**src/rtl/ads131_init_sequencer.sv**
```systemverilog
// ADS131A0X bring-up sequencer: hardware reset, fixed command list with echo checks,
// then one NULL frame per DRDY conversion while reporting ready/error/overrun status.
module ads131_init_sequencer #(
  parameter int unsigned RESET_CYCLES    = 1000,
  parameter int unsigned POR_WAIT_CYCLES = 5000,
  parameter int unsigned READY_RETRIES   = 255,
  parameter int unsigned TIMEOUT_CYCLES  = 4096,
  parameter logic [7:0]  CFG_ADDR        = 8'h0E,
  parameter logic [7:0]  CFG_DATA        = 8'h86,
  parameter logic [7:0]  ADC_ENA_VAL     = 8'h0F
) (
  input  logic        system_clock,
  input  logic        reset_n,
  input  logic        restart,
  input  logic        drdy_n,
  output logic        frame_start,
  output logic [15:0] frame_cmd,
  input  logic        frame_busy,
  input  logic        frame_done,
  input  logic [15:0] frame_rx,
  output logic        adc_reset_n,
  output logic        ready,
  output logic        error,
  output logic [3:0]  error_step,
  output logic        overrun,
  output logic [15:0] status_word,
  output logic [15:0] conv_count
);

  localparam int unsigned CNT_W   = 16;
  localparam int unsigned STEP_W  = 3;
  localparam int unsigned RETRY_W = 8;
  localparam int unsigned WORD_W  = 16;

  localparam logic [WORD_W-1:0] NULL_CMD  = 16'h0000;
  localparam logic [WORD_W-1:0] READY_RSP = 16'hFF04;
  localparam logic [7:0] CFG_WREG_HDR = 8'h40 | {3'b000, CFG_ADDR[4:0]};
  localparam logic [7:0] CFG_ECHO_HDR = 8'h20 | {3'b000, CFG_ADDR[4:0]};

  typedef enum logic [2:0] {
    S_HOLD_RST, S_POR_WAIT, S_POLL, S_CMD, S_RSP, S_RUN, S_ERROR
  } state_e;

  state_e              state_q, state_d;
  logic [STEP_W-1:0]   step_q, step_d;
  logic [CNT_W-1:0]    cnt_q, cnt_d;
  logic [CNT_W-1:0]    tmo_q, tmo_d;
  logic [RETRY_W-1:0]  retry_q, retry_d;
  logic                outstanding_q, outstanding_d;
  logic                pend_q, pend_d;
  logic                frame_start_q, frame_start_d;
  logic [WORD_W-1:0]   frame_cmd_q, frame_cmd_d;
  logic                adc_reset_n_q, adc_reset_n_d;
  logic                ready_q, ready_d;
  logic                error_q, error_d;
  logic [3:0]          error_step_q, error_step_d;
  logic                overrun_q, overrun_d;
  logic [WORD_W-1:0]   status_word_q, status_word_d;
  logic [WORD_W-1:0]   conv_count_q, conv_count_d;
  logic                drdy_s1_q, drdy_s2_q, drdy_s3_q, drdy_fall_q;

  logic [WORD_W-1:0]   cmd_c, exp_c, issue_cmd_c;
  logic                done_c, timeout_c, drdy_evt_c;
  logic                issue_c, fail_c, restart_c;

  // Command word and expected echo for the current bring-up step
  always_comb begin
    cmd_c = NULL_CMD;
    exp_c = READY_RSP;
    case (step_q)
      3'd1: begin cmd_c = 16'h0655;                     exp_c = 16'h0655; end
      3'd2: begin cmd_c = {CFG_WREG_HDR, CFG_DATA};     exp_c = {CFG_ECHO_HDR, CFG_DATA}; end
      3'd3: begin cmd_c = {8'h4F, ADC_ENA_VAL};         exp_c = {8'h2F, ADC_ENA_VAL}; end
      3'd4: begin cmd_c = 16'h0033;                     exp_c = 16'h0033; end
      3'd5: begin cmd_c = 16'h0555;                     exp_c = 16'h0555; end
      default: begin cmd_c = NULL_CMD;                  exp_c = READY_RSP; end
    endcase
  end

  assign done_c     = outstanding_q & frame_done;
  assign timeout_c  = outstanding_q & ~frame_done & (tmo_q == CNT_W'(TIMEOUT_CYCLES - 1));
  assign drdy_evt_c = drdy_fall_q | pend_q;

  always_comb begin
    state_d       = state_q;
    step_d        = step_q;
    cnt_d         = cnt_q;
    tmo_d         = tmo_q;
    retry_d       = retry_q;
    outstanding_d = outstanding_q;
    pend_d        = 1'b0;
    frame_start_d = 1'b0;
    frame_cmd_d   = frame_cmd_q;
    adc_reset_n_d = adc_reset_n_q;
    ready_d       = ready_q;
    error_d       = error_q;
    error_step_d  = error_step_q;
    overrun_d     = overrun_q;
    status_word_d = status_word_q;
    conv_count_d  = conv_count_q;
    issue_c       = 1'b0;
    issue_cmd_c   = NULL_CMD;
    fail_c        = 1'b0;
    restart_c     = 1'b0;

    if (outstanding_q) tmo_d = tmo_q + CNT_W'(1);

    case (state_q)
      S_HOLD_RST: begin
        adc_reset_n_d = 1'b0;
        if (cnt_q == CNT_W'(RESET_CYCLES - 1)) begin
          cnt_d         = '0;
          adc_reset_n_d = 1'b1;
          state_d       = S_POR_WAIT;
        end else begin
          cnt_d = cnt_q + CNT_W'(1);
        end
      end
      S_POR_WAIT: begin
        if (cnt_q == CNT_W'(POR_WAIT_CYCLES - 1)) begin
          cnt_d   = '0;
          step_d  = '0;
          retry_d = '0;
          state_d = S_POLL;
        end else begin
          cnt_d = cnt_q + CNT_W'(1);
        end
      end
      S_POLL: begin
        if (timeout_c) begin
          fail_c = 1'b1;
        end else if (done_c) begin
          if (frame_rx == READY_RSP) begin
            step_d  = STEP_W'(1);
            state_d = S_CMD;
          end else if ((retry_q + RETRY_W'(1)) >= RETRY_W'(READY_RETRIES)) begin
            fail_c = 1'b1;
          end else begin
            retry_d = retry_q + RETRY_W'(1);
          end
        end else if (!outstanding_q && !frame_busy) begin
          issue_c = 1'b1;
        end
      end
      S_CMD: begin
        if (timeout_c) begin
          fail_c = 1'b1;
        end else if (done_c) begin
          state_d = S_RSP;
        end else if (!outstanding_q && !frame_busy) begin
          issue_c     = 1'b1;
          issue_cmd_c = cmd_c;
        end
      end
      S_RSP: begin
        if (timeout_c) begin
          fail_c = 1'b1;
        end else if (done_c) begin
          if (frame_rx != exp_c) begin
            fail_c = 1'b1;
          end else if (step_q == STEP_W'(5)) begin
            ready_d = 1'b1;
            state_d = S_RUN;
          end else begin
            step_d  = step_q + STEP_W'(1);
            state_d = S_CMD;
          end
        end else if (!outstanding_q && !frame_busy) begin
          issue_c = 1'b1;
        end
      end
      S_RUN: begin
        if (restart) begin
          restart_c = 1'b1;
        end else if (timeout_c) begin
          fail_c = 1'b1;
        end else if (done_c) begin
          // A DRDY edge coinciding with completion is deferred one cycle, not an overrun
          status_word_d = frame_rx;
          conv_count_d  = conv_count_q + WORD_W'(1);
          pend_d        = drdy_evt_c;
        end else if (drdy_evt_c) begin
          if (outstanding_q)    overrun_d = 1'b1;
          else if (!frame_busy) issue_c   = 1'b1;
          else                  pend_d    = 1'b1;
        end
      end
      S_ERROR: begin
        if (restart) restart_c = 1'b1;
      end
      default: state_d = S_HOLD_RST;
    endcase

    if (done_c) outstanding_d = 1'b0;

    if (issue_c) begin
      frame_start_d = 1'b1;
      frame_cmd_d   = issue_cmd_c;
      outstanding_d = 1'b1;
      tmo_d         = '0;
    end

    if (fail_c) begin
      state_d       = S_ERROR;
      error_d       = 1'b1;
      error_step_d  = (state_q == S_RUN) ? 4'hF : 4'(step_q);
      ready_d       = 1'b0;
      outstanding_d = 1'b0;
    end

    if (restart_c) begin
      state_d       = S_HOLD_RST;
      step_d        = '0;
      cnt_d         = '0;
      retry_d       = '0;
      outstanding_d = 1'b0;
      pend_d        = 1'b0;
      adc_reset_n_d = 1'b0;
      ready_d       = 1'b0;
      error_d       = 1'b0;
      error_step_d  = 4'h0;
      overrun_d     = 1'b0;
      conv_count_d  = '0;
    end
  end

  always_ff @(posedge system_clock or negedge reset_n) begin
    if (!reset_n) begin
      state_q       <= S_HOLD_RST;
      step_q        <= '0;
      cnt_q         <= '0;
      tmo_q         <= '0;
      retry_q       <= '0;
      outstanding_q <= 1'b0;
      pend_q        <= 1'b0;
      frame_start_q <= 1'b0;
      frame_cmd_q   <= '0;
      adc_reset_n_q <= 1'b0;
      ready_q       <= 1'b0;
      error_q       <= 1'b0;
      error_step_q  <= 4'h0;
      overrun_q     <= 1'b0;
      status_word_q <= '0;
      conv_count_q  <= '0;
      drdy_s1_q     <= 1'b1;
      drdy_s2_q     <= 1'b1;
      drdy_s3_q     <= 1'b1;
      drdy_fall_q   <= 1'b0;
    end else begin
      state_q       <= state_d;
      step_q        <= step_d;
      cnt_q         <= cnt_d;
      tmo_q         <= tmo_d;
      retry_q       <= retry_d;
      outstanding_q <= outstanding_d;
      pend_q        <= pend_d;
      frame_start_q <= frame_start_d;
      frame_cmd_q   <= frame_cmd_d;
      adc_reset_n_q <= adc_reset_n_d;
      ready_q       <= ready_d;
      error_q       <= error_d;
      error_step_q  <= error_step_d;
      overrun_q     <= overrun_d;
      status_word_q <= status_word_d;
      conv_count_q  <= conv_count_d;
      drdy_s1_q     <= drdy_n;
      drdy_s2_q     <= drdy_s1_q;
      drdy_s3_q     <= drdy_s2_q;
      drdy_fall_q   <= drdy_s3_q & ~drdy_s2_q;
    end
  end

  assign frame_start = frame_start_q;
  assign frame_cmd   = frame_cmd_q;
  assign adc_reset_n = adc_reset_n_q;
  assign ready       = ready_q;
  assign error       = error_q;
  assign error_step  = error_step_q;
  assign overrun     = overrun_q;
  assign status_word = status_word_q;
  assign conv_count  = conv_count_q;

endmodule

```
**config.mk**
```make
export PLATFORM = sky130hd
export DESIGN_NAME = ads131_init_sequencer
export DESIGN_NICKNAME = d
export VERILOG_FILES = /design/src/rtl/ads131_init_sequencer.sv
export SDC_FILE = /design/constraint.sdc
export NUM_CORES = 1
export LEC_CHECK = 0
export CORE_ASPECT_RATIO = 1.5
export CORE_UTILIZATION = 45
export DETAILED_ROUTE_END_ITERATION = 16
export PLACE_DENSITY = 0.74
export REMOVE_ABC_BUFFERS = 1
export SYNTH_ARGS = -nofsm -noshare
export SYNTH_HDL_FRONTEND = slang
export SYNTH_SLANG_ARGS = --single-unit
```
**constraint.sdc**
```tcl
create_clock -name system_clock -period 2.9 [get_ports system_clock]
set_clock_uncertainty 0.1 [all_clocks]
set_input_delay 0.87 -clock system_clock [delete_from_list [all_inputs] [get_ports system_clock]]
set_output_delay 0.87 -clock system_clock [all_outputs]
set_load 0.05 [all_outputs]
```
**Word level (Yosys, flattened, before mapping)**

Cells that the tools add are included.

- Add/sub/neg operators: 5
- Magnitude comparators: 1
- Equal/unequal tests: 42
- Mux-type cells: 105
- Bitwise gates (word level): 9
- Reduce and logical (&&, ||, !) cells: 27

Operators with widths:

| cell | count |
|---|---|
| $mux W16 | 14 |
| $pmux W16 S5 | 1 |
| $pmux W15 S5 | 1 |
| $mux W3 | 22 |
| $mux W1 | 52 |
| $add A16 B1 Y16 const B | 3 |
| $mux W8 | 6 |
| $ne A4 B4 Y1 const B | 10 |
| $ne A3 B3 Y1 const B | 11 |
| $pmux W16 S2 | 1 |
| $pmux W3 S6 | 1 |
| $eq A16 B10 Y1 const B | 1 |
| $eq A16 B12 Y1 const B | 1 |
| $eq A16 B13 Y1 const B | 1 |
| $eq A16 B16 Y1 const B | 1 |
| $ne A16 B16 Y1 | 1 |
| $pmux W8 S2 | 1 |
| $eq A3 B3 Y1 const B | 5 |
| $reduce_bool A3 Y1 | 5 |
| $reduce_bool A2 Y1 | 7 |
| $eq A3 B2 Y1 const B | 4 |
| $mux W4 | 3 |
| $reduce_and A6 Y1 | 2 |
| $reduce_and A11 Y1 | 1 |
| 21 further kinds | 34 |

- Register bits after elaboration: 109
- Input bits: 22
- Output and inout bits: 57
- Word-level logic and storage cells: 209

**Depth between registers and ports, before layout**

Gate-level depths: netlist of the first run.

- Depth in word-level cells: 10
- Gate-level depth with buffers: 12
- Mapped depth without buffers: 9

**Least setup slack after synthesis of the first run**

OpenSTA, ideal clock, no wires.

- Path type: reg-to-reg
- Start point: reg step_q[2]
- End point: reg state_q[0]
- Library setup time: 81 ps
- Arrival time: 2696 ps
- Data required time: 2719 ps
- Path slack: 22 ps
- Cell stages (with the launch flop): 11
- Path buffers: 2
- Period minus slack after synthesis: 2878 ps
- Path through: dfrtp_1 -> clkbuf_8 -> inv_1 -> ha_1 -> buf_2 -> or3_1 -> a222oi_1 -> o2111ai_2 -> o31a_1 -> a31oi_2 -> mux2i_1

- Word-level cells in the longest chain between the ends: 9
- Elaborated cells on any way between the ends: 25
- Those cells by class: eq/ne: 17; mux: 7; reduce/logical: 1

Ends and longest elaborated chain:

| element | RTL line | RTL |
|---|---|---|
| from (decl) | 45 | `logic [STEP_W-1:0] step_q, step_d;` |
| from (signal assigned) | 251 | `step_q <= step_d;` |
| $eq A3 B3 Y1 (tied with other cells) | 70 | `case (step_q)` |
| $pmux W16 S5 (*) | 70 |  |
| $ne A16 B16 Y1 (*) | 159 | `if (frame_rx != exp_c) begin` |
| $mux W1 | 159 |  |
| $mux W1 | 158 | `end else if (done_c) begin` |
| $mux W1 | 156 | `if (timeout_c) begin` |
| $pmux W1 S4 | 108 | `case (state_q)` |
| $ne A4 B4 Y1 (no source line) (tied with other cells) | -- |  |
| $reduce_and A11 Y1 (no source line) / $mux W3 (equally long branches) | -- |  |
| to (signal assigned) | 250 | `state_q <= state_d;` |
| to (decl) | 44 | `state_e state_q, state_d;` |

Every way passes the cells marked *; elsewhere a longest branch is shown, timed or not.
A chain may end at the register's enable or synchronous reset.

**Worst setup path after layout of the first run**

- Start point: in frame_rx[6]
- End point: reg retry_q[1]

- Word-level cells in the longest chain between the ends: 3

Ends and longest elaborated chain:

| element | RTL line | RTL |
|---|---|---|
| from (decl) | 20 | `input logic [15:0] frame_rx,` |
| $eq A16 B16 Y1 | 133 | `if (frame_rx == READY_RSP) begin` |
| $ne A3 B3 Y1 (no source line) | -- |  |
| $reduce_and A6 Y1 (no source line) | -- |  |
| to (signal assigned) | 254 | `retry_q <= retry_d;` |
| to (decl) | 48 | `logic [RETRY_W-1:0] retry_q, retry_d;` |

Every way passes these cells.

==> impl_metrics.csv, run 1 <==
group,metric,value,unit
floorplanning,die_h,137.7,microns
placement,dp_slack,-0.6509,ns
power,total_power,6.266,mW
timing,min_period_over_period,97.15,%
worst_setup_path,criticalPathCategory,"in2reg",
power,ir_drop,0.3776,mV
global_routing,antenna_found_initial,0,
worst_setup_path,start_kind,"input pin",
hold_path,hold_depth,0,
global_routing,grt_max_degree,45,
global_routing,top_usage_layer,"met2",
placement,dp_hpwl,10390,microns
routing,routedWlPerCell,16.15,microns
timing,maxSlewViolCount,0,
global_routing,gr-total-overflow,0,
power,cellLeakagePower,3.315,nW
global_routing,grtUsageMet3,3.311,%
global_routing,use_met1,28.16,%
finish,drive_above_1_share,17.79,%
timing,finalSetupViolCount,0,
timing,hold_viol,0,
cts,cts_tree,"built",
cts,cts_buffer_depth,2,
finish,syn_to_final_growth,32.25,%
worst_setup_path,r2r_slack,0.12,ns
synth,syn_area,5524,sq um
cts,path_clk_slew,0.07,ns
finish,antenna_cells,0,
timing,rsz0062_at_grt,"true",
hold_path,holdPathEnd,"drdy_s2_q",
placement,io_buffer_count,75,
routing,drtIter0Drc,333,
placement,dpl-instance-area,6804,sq um
floorplanning,start_util,46.21,%
placement,dp_cells,859,
synth,syn_area_per_cell,9.284,sq um
cts,cts.sinks,104,
floorplanning,die_width,92.47,microns
power,power_density,857.6,nW/um^2
synth,synth.distinct_cells,78,
finish,most-common-layout-cells,"dfrtp_1 (99), nand2_1 (90), nor2_1 (74)",
worst_setup_path,path_max_fanout,3,
synth,yosysWarnings,0,
cts,htreeDepth,3,
routing,dr_total_vias,4880,
cts,clockRootBuffer,"clkbuf_16",
worst_setup_path,cp.buffers_inverters,1,
floorplanning,core,11960,sq um
synth,async_flop_share,100.0,%
synth,yosysSeqAreaShare,47.18,%
worst_setup_path,r2r_start,"step_q[0]",
power,switching_share,43.28,%
timing,fin_crit,2.817,ns
worst_setup_path,cp_top_family,"simple AND/OR/NAND/NOR gates",
synth,synth_edf_count,0,
worst_setup_path,cp.depth,8,
cts,clkLatencyLatePin,0.35,ns
floorplanning,dieArea,12730,sq um
finish,design_area,7306,sq um
power,internal-power,3.554,mW
routing,ant_nets,0,
hold_path,worstHoldPathType,"reg2reg",
worst_setup_path,critPathRequiredTime,3.04,ns
finish,final_net_count,752,
global_routing,grt_pass1_wl,23640,microns
worst_setup_path,max_stage_delay,0.49,ns
routing,routed_wl,14180,microns
global_routing,track_usage,23.32,%
global_routing,use_met2,41.93,%
worst_setup_path,end_kind,"register",
synth,synthFlopType,"dfrtp_1",
hold_path,min-delay-start,"drdy_s1_q",
worst_setup_path,path_cells,"clkdlybuf4s15_1 > or4_4 > or3b_4 > or2_1 > o21ai_2 > a21o_1 > a21oi_2 > mux2_4",
worst_setup_path,worst_r2r_path_depth,10,
floorplanning,rows,49,
run_status,status,"finished, final reports clean",
finish,final_cells,878,
synth,synth_cells,595,
timing,slew_headroom,61.78,%
worst_setup_path,reg2reg_to,"error_step[3]",
routing,drc,0,
worst_setup_path,slowest_stage,"or4_4",
routing,first_pass_iters,5,
cts,cts_hold_buf,0,
synth,ys_ff_latch,104,
timing,worst_slew_pin_slew,0.5733,ns
finish,final_common_cell,"dfrtp_1",
run,maxCapViolCount,0,
power,p_comb_share,47.6,%
cts,cts_buffers,9,
finish,fill_cells,1015,
timing,finalWorstSetupSlack,0.08268,ns
routing,vias_per_cell,5.558,
floorplanning,ios,79,
power,pwr-share-clk,20.7,%
worst_setup_path,arrival,2.96,ns
timing,holdWs,0.2573,ns
power,switchingPower,2.712,mW
timing,fmax,354.9,MHz
placement,finalWeightedCongestion,0.8919,
global_routing,grt_pass1_vias,5002,
power,seqPwrFrac,31.7,%
## cell usage after synthesis, types with 4 or more instances
cell type | n | area [sq um]
mux2i_1 | 4 | 40.04
o21ai_0 | 31 | 155.2
a22o_1 | 12 | 105.1
nor2b_1 | 7 | 43.79
xor2_1 | 36 | 315.3
dfrtp_1 | 101 | 2527
ha_1 | 10 | 125.1
nor2_1 | 75 | 281.5
o221ai_1 | 7 | 61.31
nor3_1 | 6 | 30.03
o211ai_1 | 6 | 45.04
and2_1 | 7 | 43.79
buf_4 | 6 | 45.04
nand2_1 | 90 | 337.8
o31ai_1 | 4 | 30.03
clkbuf_1 | 16 | 60.06
nand2b_1 | 4 | 25.02
a21oi_1 | 14 | 70.07
nand3_1 | 28 | 140.1
xnor2_1 | 8 | 70.07
inv_1 | 20 | 75.07
nand4_1 | 14 | 87.58
and3_1 | 11 | 68.82
## registers in the layout (all words and copies together) (netlist names), 3 cells and up
| name | count |
|---|---|
| frame_cmd | 11 |
| state_q | 3 |
| cnt_q | 16 |
| error_step | 4 |
| status_word | 16 |
| retry_q | 8 |
| tmo_q | 16 |
| conv_count | 16 |
| step_q | 3 |
## how the worst max path moves through the flow
stage	startpoint	end	slack, ns
global placement	frame_rx[4]	retry_q[3]	-0.62
detailed placement	frame_rx[4]	retry_q[2]	-0.65
floorplan	frame_done	conv_count[15]	-0.31
finish	frame_rx[6]	retry_q[1]	0.08
global route	step_q[0]	error_step[3]	-0.05
CTS	frame_rx[11]	state_q[1]	0.002
## per-layer routing
metal  up-vias  wire [microns]
met4         0             257
met3        22             500
met1      2414            5983
met2       127            7438
met5         -               0
li1       2317               -
## cell families (layout without fill, tap and decap cells)
logic type	after synthesis	in the layout	synth area share (%)
adders and majority gates	10	10	2.265
buffers and inverters	48	176	4.009
xor gates and xnor gates	44	44	6.976
AOI/OAI and AO/OA	108	108	14.11
DFF	104	104	47.18
other	1	3	0.06789
and+or+nand+nor	272	272	23.85
muxes	8	8	1.540
## worst register-to-register path: cells and delay by family (launching register included)
family          cells  cell delay [ns]
flops               1             0.48
buf+inv             2             0.36
fa+ha+maj           2             0.34
compound gates      5             1.06
simple gates        1             0.33
## area by class of cell
class / count / area (sq um) / share of cell area, %
sequential: 104 / 2609 / 35.71
clock inverter: 7 / 92.59 / 1.267
tap: 153 / 191.4 / 2.620
multi-input combinational: 445 / 2869 / 39.27
timing repair buffer: 139 / 1237 / 16.94
clock buffer: 9 / 225.2 / 3.083
inverter: 21 / 81.33 / 1.113
## through the flow
step | setup TNS (ns) | util (%)
after floorplan | -3.998 | -
after global placement | -11.56 | 56.91
after detailed placement | -12.30 | 56.91
after CTS | 0 | 59.90
after global routing | -0.2798 | 61.11
final | 0 | 61.11
## power groups by stage
stage	combinational, mW	clock, mW	sequential (mW)
3_5_place_dp	2.82	0	1.99
4_1_cts	2.87	1.31	1.97
6_report	2.99	1.30	1.98
3_3_place_gp	2.76	0	1.97
5_1_grt	3.20	1.38	2.02
2_1_floorplan	1.11	0	2.59
## timing repair
action                                  4_1_cts  5_1_grt
setup buffers                                 1        2
endpoints found under the setup margin       21       21
resized for setup                            18       38
pin swaps                                     8       11
Note: power is estimated with default switching activity, not from simulation.
==> run 2, diff against run 1 <==
--- a/config.mk
+++ b/config.mk
@@ -5,11 +5,15 @@
 export SDC_FILE = /design/constraint.sdc
 export NUM_CORES = 1
 export LEC_CHECK = 0
+export CELL_PAD_IN_SITES_DETAIL_PLACEMENT = 0
+export CELL_PAD_IN_SITES_GLOBAL_PLACEMENT = 1
 export CORE_ASPECT_RATIO = 1.5
-export CORE_UTILIZATION = 45
+export CORE_MARGIN = 3
+export CORE_UTILIZATION = 38
 export DETAILED_ROUTE_END_ITERATION = 16
-export PLACE_DENSITY = 0.74
+export PLACE_DENSITY = 0.8
 export REMOVE_ABC_BUFFERS = 1
+export SLEW_MARGIN = 20
 export SYNTH_ARGS = -nofsm -noshare
 export SYNTH_HDL_FRONTEND = slang
 export SYNTH_SLANG_ARGS = --single-unit
==> run 2 against run 1 <==
  * Combinational power is 2% lower
  * Global-route usage shrank 5.3 points
  * Total power fell by 1.6%
  * First-iteration DRC count is 45% lower
  * Core utilization fell by 8.8 points
  * Wire length is 0.60% lower
  * Final area grew 1.1%
  * Die area increased by 26%
  * Critical path depth rose by 1
  * Via count down 2.3%
  * Worst setup slack got worse by 0.018 ns
  * Flip-flop and latch count did not move
  * Critical path type unchanged
  * Largest cell class unchanged
  * Largest power group unchanged
  * Highest routed layer unchanged
==> impl_metrics.csv, run 2 (synthesis results as in run 1) <==
group,metric,value,unit
routing,routed_wl,14100,microns
timing,finalWorstSetupSlack,0.06441,ns
global_routing,antenna_found_initial,0,
placement,dp_slack,-0.6887,ns
worst_setup_path,path_max_fanout,3,
global_routing,grt_pass1_wl,23870,microns
worst_setup_path,critPathRequiredTime,3.04,ns
timing,min_period_over_period,97.78,%
finish,final_common_cell,"dfrtp_1",
finish,most-common-layout-cells,"dfrtp_1 (101), nand2_1 (90), nor2_1 (74), buf_4 (74), clkdlybuf4s50_1 (64)",
worst_setup_path,r2r_slack,0.12,ns
worst_setup_path,slowest_stage,"clkdlybuf4s50_1",
floorplanning,ios,79,
timing,fmax,352.7,MHz
routing,drtIter0Drc,184,
run_status,status,"finished, final reports clean",
global_routing,grt_max_degree,42,
cts,cts.sinks,104,
cts,cts_buffers,9,
cts,clkLatencyLatePin,0.36,ns
hold_path,hold_depth,0,
power,cellLeakagePower,3.382,nW
power,switchingPower,2.693,mW
cts,clockRootBuffer,"clkbuf_16",
finish,drive_above_1_share,18.72,%
routing,dr_total_vias,4766,
run,maxCapViolCount,0,
global_routing,track_usage,17.98,%
worst_setup_path,arrival,2.97,ns
worst_setup_path,r2r_start,"step_q[0]",
floorplanning,rows,53,
power,pwr-share-clk,20.4,%
power,ir_drop,0.4012,mV
timing,hold_viol,0,
global_routing,gr-total-overflow,0,
finish,fill_cells,1323,
hold_path,holdPathEnd,"drdy_s2_q",
worst_setup_path,start_kind,"input pin",
hold_path,worstHoldPathType,"reg2reg",
finish,final_cells,929,
routing,vias_per_cell,5.130,
floorplanning,die_width,104.4,microns
cts,cts_buffer_depth,2,
cts,cts_tree,"built",
timing,fin_crit,2.836,ns
finish,final_net_count,764,
timing,maxSlewViolCount,0,
floorplanning,start_util,39.11,%
worst_setup_path,criticalPathCategory,"in2reg",
routing,routedWlPerCell,15.17,microns
hold_path,min-delay-start,"drdy_s1_q",
power,p_comb_share,47.3,%
finish,antenna_cells,0,
cts,path_clk_slew,0.08,ns
routing,ant_nets,0,
timing,worst_slew_pin_slew,0.7168,ns
worst_setup_path,max_stage_delay,0.45,ns
worst_setup_path,worst_r2r_path_depth,12,
worst_setup_path,critical_path.startpoint,"frame_rx[3]",
worst_setup_path,reg2reg_to,"state_q[1]",
global_routing,grt_pass1_vias,4929,
power,seqPwrFrac,32.3,%
placement,dp_cells,910,
timing,finalSetupViolCount,0,
floorplanning,dieArea,16050,sq um
routing,first_pass_iters,4,
worst_setup_path,path_cells,"clkdlybuf4s50_1 > buf_4 > nor4b_2 > nand3_2 > or2_1 > o21ai_2 > a21o_1 > a21oi_2 > mux2_4",
worst_setup_path,end_kind,"register",
power,switching_share,43.69,%
routing,drc,0,
cts,htreeDepth,3,
floorplanning,core,14120,sq um
placement,io_buffer_count,75,
floorplanning,die_h,153.7,microns
finish,syn_to_final_growth,33.77,%
power,internal-power,3.471,mW
placement,dp_hpwl,10700,microns
placement,finalWeightedCongestion,0.8357,
power,power_density,834.2,nW/um^2
timing,slew_headroom,52.21,%
run 2: cell count changes in the layout (fill, tap and decap cells not counted), moves of 2 or more:
cell / delta
buf_4: +11
ha_4: -4
ha_1: +2
inv_8: +2
o21ai_1: -3
o21ai_0: +3
inv_1: +2
inv_6: -3
ha_2: +2
dfrtp_2: -2
dfrtp_1: +2
run 2: critical path: cells and delay by family:
| kind | cells | cell delay (ns) |
|---|---|---|
| AOI/OAI and AO/OA | 3 | 0.38 |
| buffers and inverters | 2 | 0.61 |
| muxes | 1 | 0.32 |
| and+or+nand+nor | 3 | 0.77 |
run 2: worst max path at each step:
stage,slack [ns],endpoint,cells past startpoint
final,0.06,retry_q[1],9
after global routing,-0.00003,state_q[0],10
after CTS,-0.006,error_step[3],10
after detailed placement,-0.69,retry_q[2],8
after global placement,-0.63,retry_q[3],8
after floorplan,-0.31,conv_count[15],7
run 2: per-layer routing:
layer	GRT usage, %	share of wire [%]
met5	0	0
met3	2.478	3.1
met4	6.781	2.2
met1	22.88	43
met2	31.02	52
run 2: layout make-up:
class | instances | area, sq um | area share, %
flip-flops and latches | 104 | 2606 | 35.27
inverters | 21 | 78.83 | 1.067
repair buffers | 151 | 1335 | 18.07
multi-input cells | 445 | 2813 | 38.06
clock buffers | 9 | 225.2 | 3.048
clock inverters | 7 | 91.34 | 1.236
well taps | 192 | 240.2 | 3.251
run 2: timing repair:
action,CTS,global route
gates resized for setup,19,25
pin swaps,10,10
setup buffers,0,3
endpoints found under the setup margin,21,20
hold buffers,0,0
run 2: power by group through the flow:
| stage | clock network, mW | registers (mW) | logic (mW) |
|---|---|---|---|
| floorplan | 0 | 2.59 | 1.11 |
| global placement | 0 | 2.00 | 2.79 |
| detailed placement | 0 | 2.01 | 2.85 |
| CTS | 1.30 | 1.99 | 2.90 |
| global route | 1.35 | 2.03 | 3.14 |
| finish | 1.26 | 1.99 | 2.92 |
run 2: per-stage QoR:
step | hold slack [ns] | TNS [ns] | instance area (sq um) | power, mW | util (%)
CTS | 0.2648 | -0.006404 | 7303 | 6.187 | 51.71
finish | 0.2601 | 0 | 7390 | 6.165 | 52.32
floorplan | 0.2452 | -3.998 | 5389 | 3.696 | -
global placement | 0.2465 | -11.85 | 6943 | 4.786 | 49.15
detailed placement | 0.2476 | -13.12 | 6943 | 4.855 | 49.15
global route | 0.2689 | -0.00002998 | 7390 | 6.524 | 52.32
==> run 3, diff against run 2 <==
--- a/config.mk
+++ b/config.mk
@@ -11,6 +11,7 @@
 export CORE_MARGIN = 3
 export CORE_UTILIZATION = 38
 export DETAILED_ROUTE_END_ITERATION = 16
+export HOLD_SLACK_MARGIN = 0.03
 export PLACE_DENSITY = 0.8
 export REMOVE_ABC_BUFFERS = 1
 export SLEW_MARGIN = 20
==> results of run 3 <==
Same layout as run 2: the final DEF is identical, and so are final timing and power.
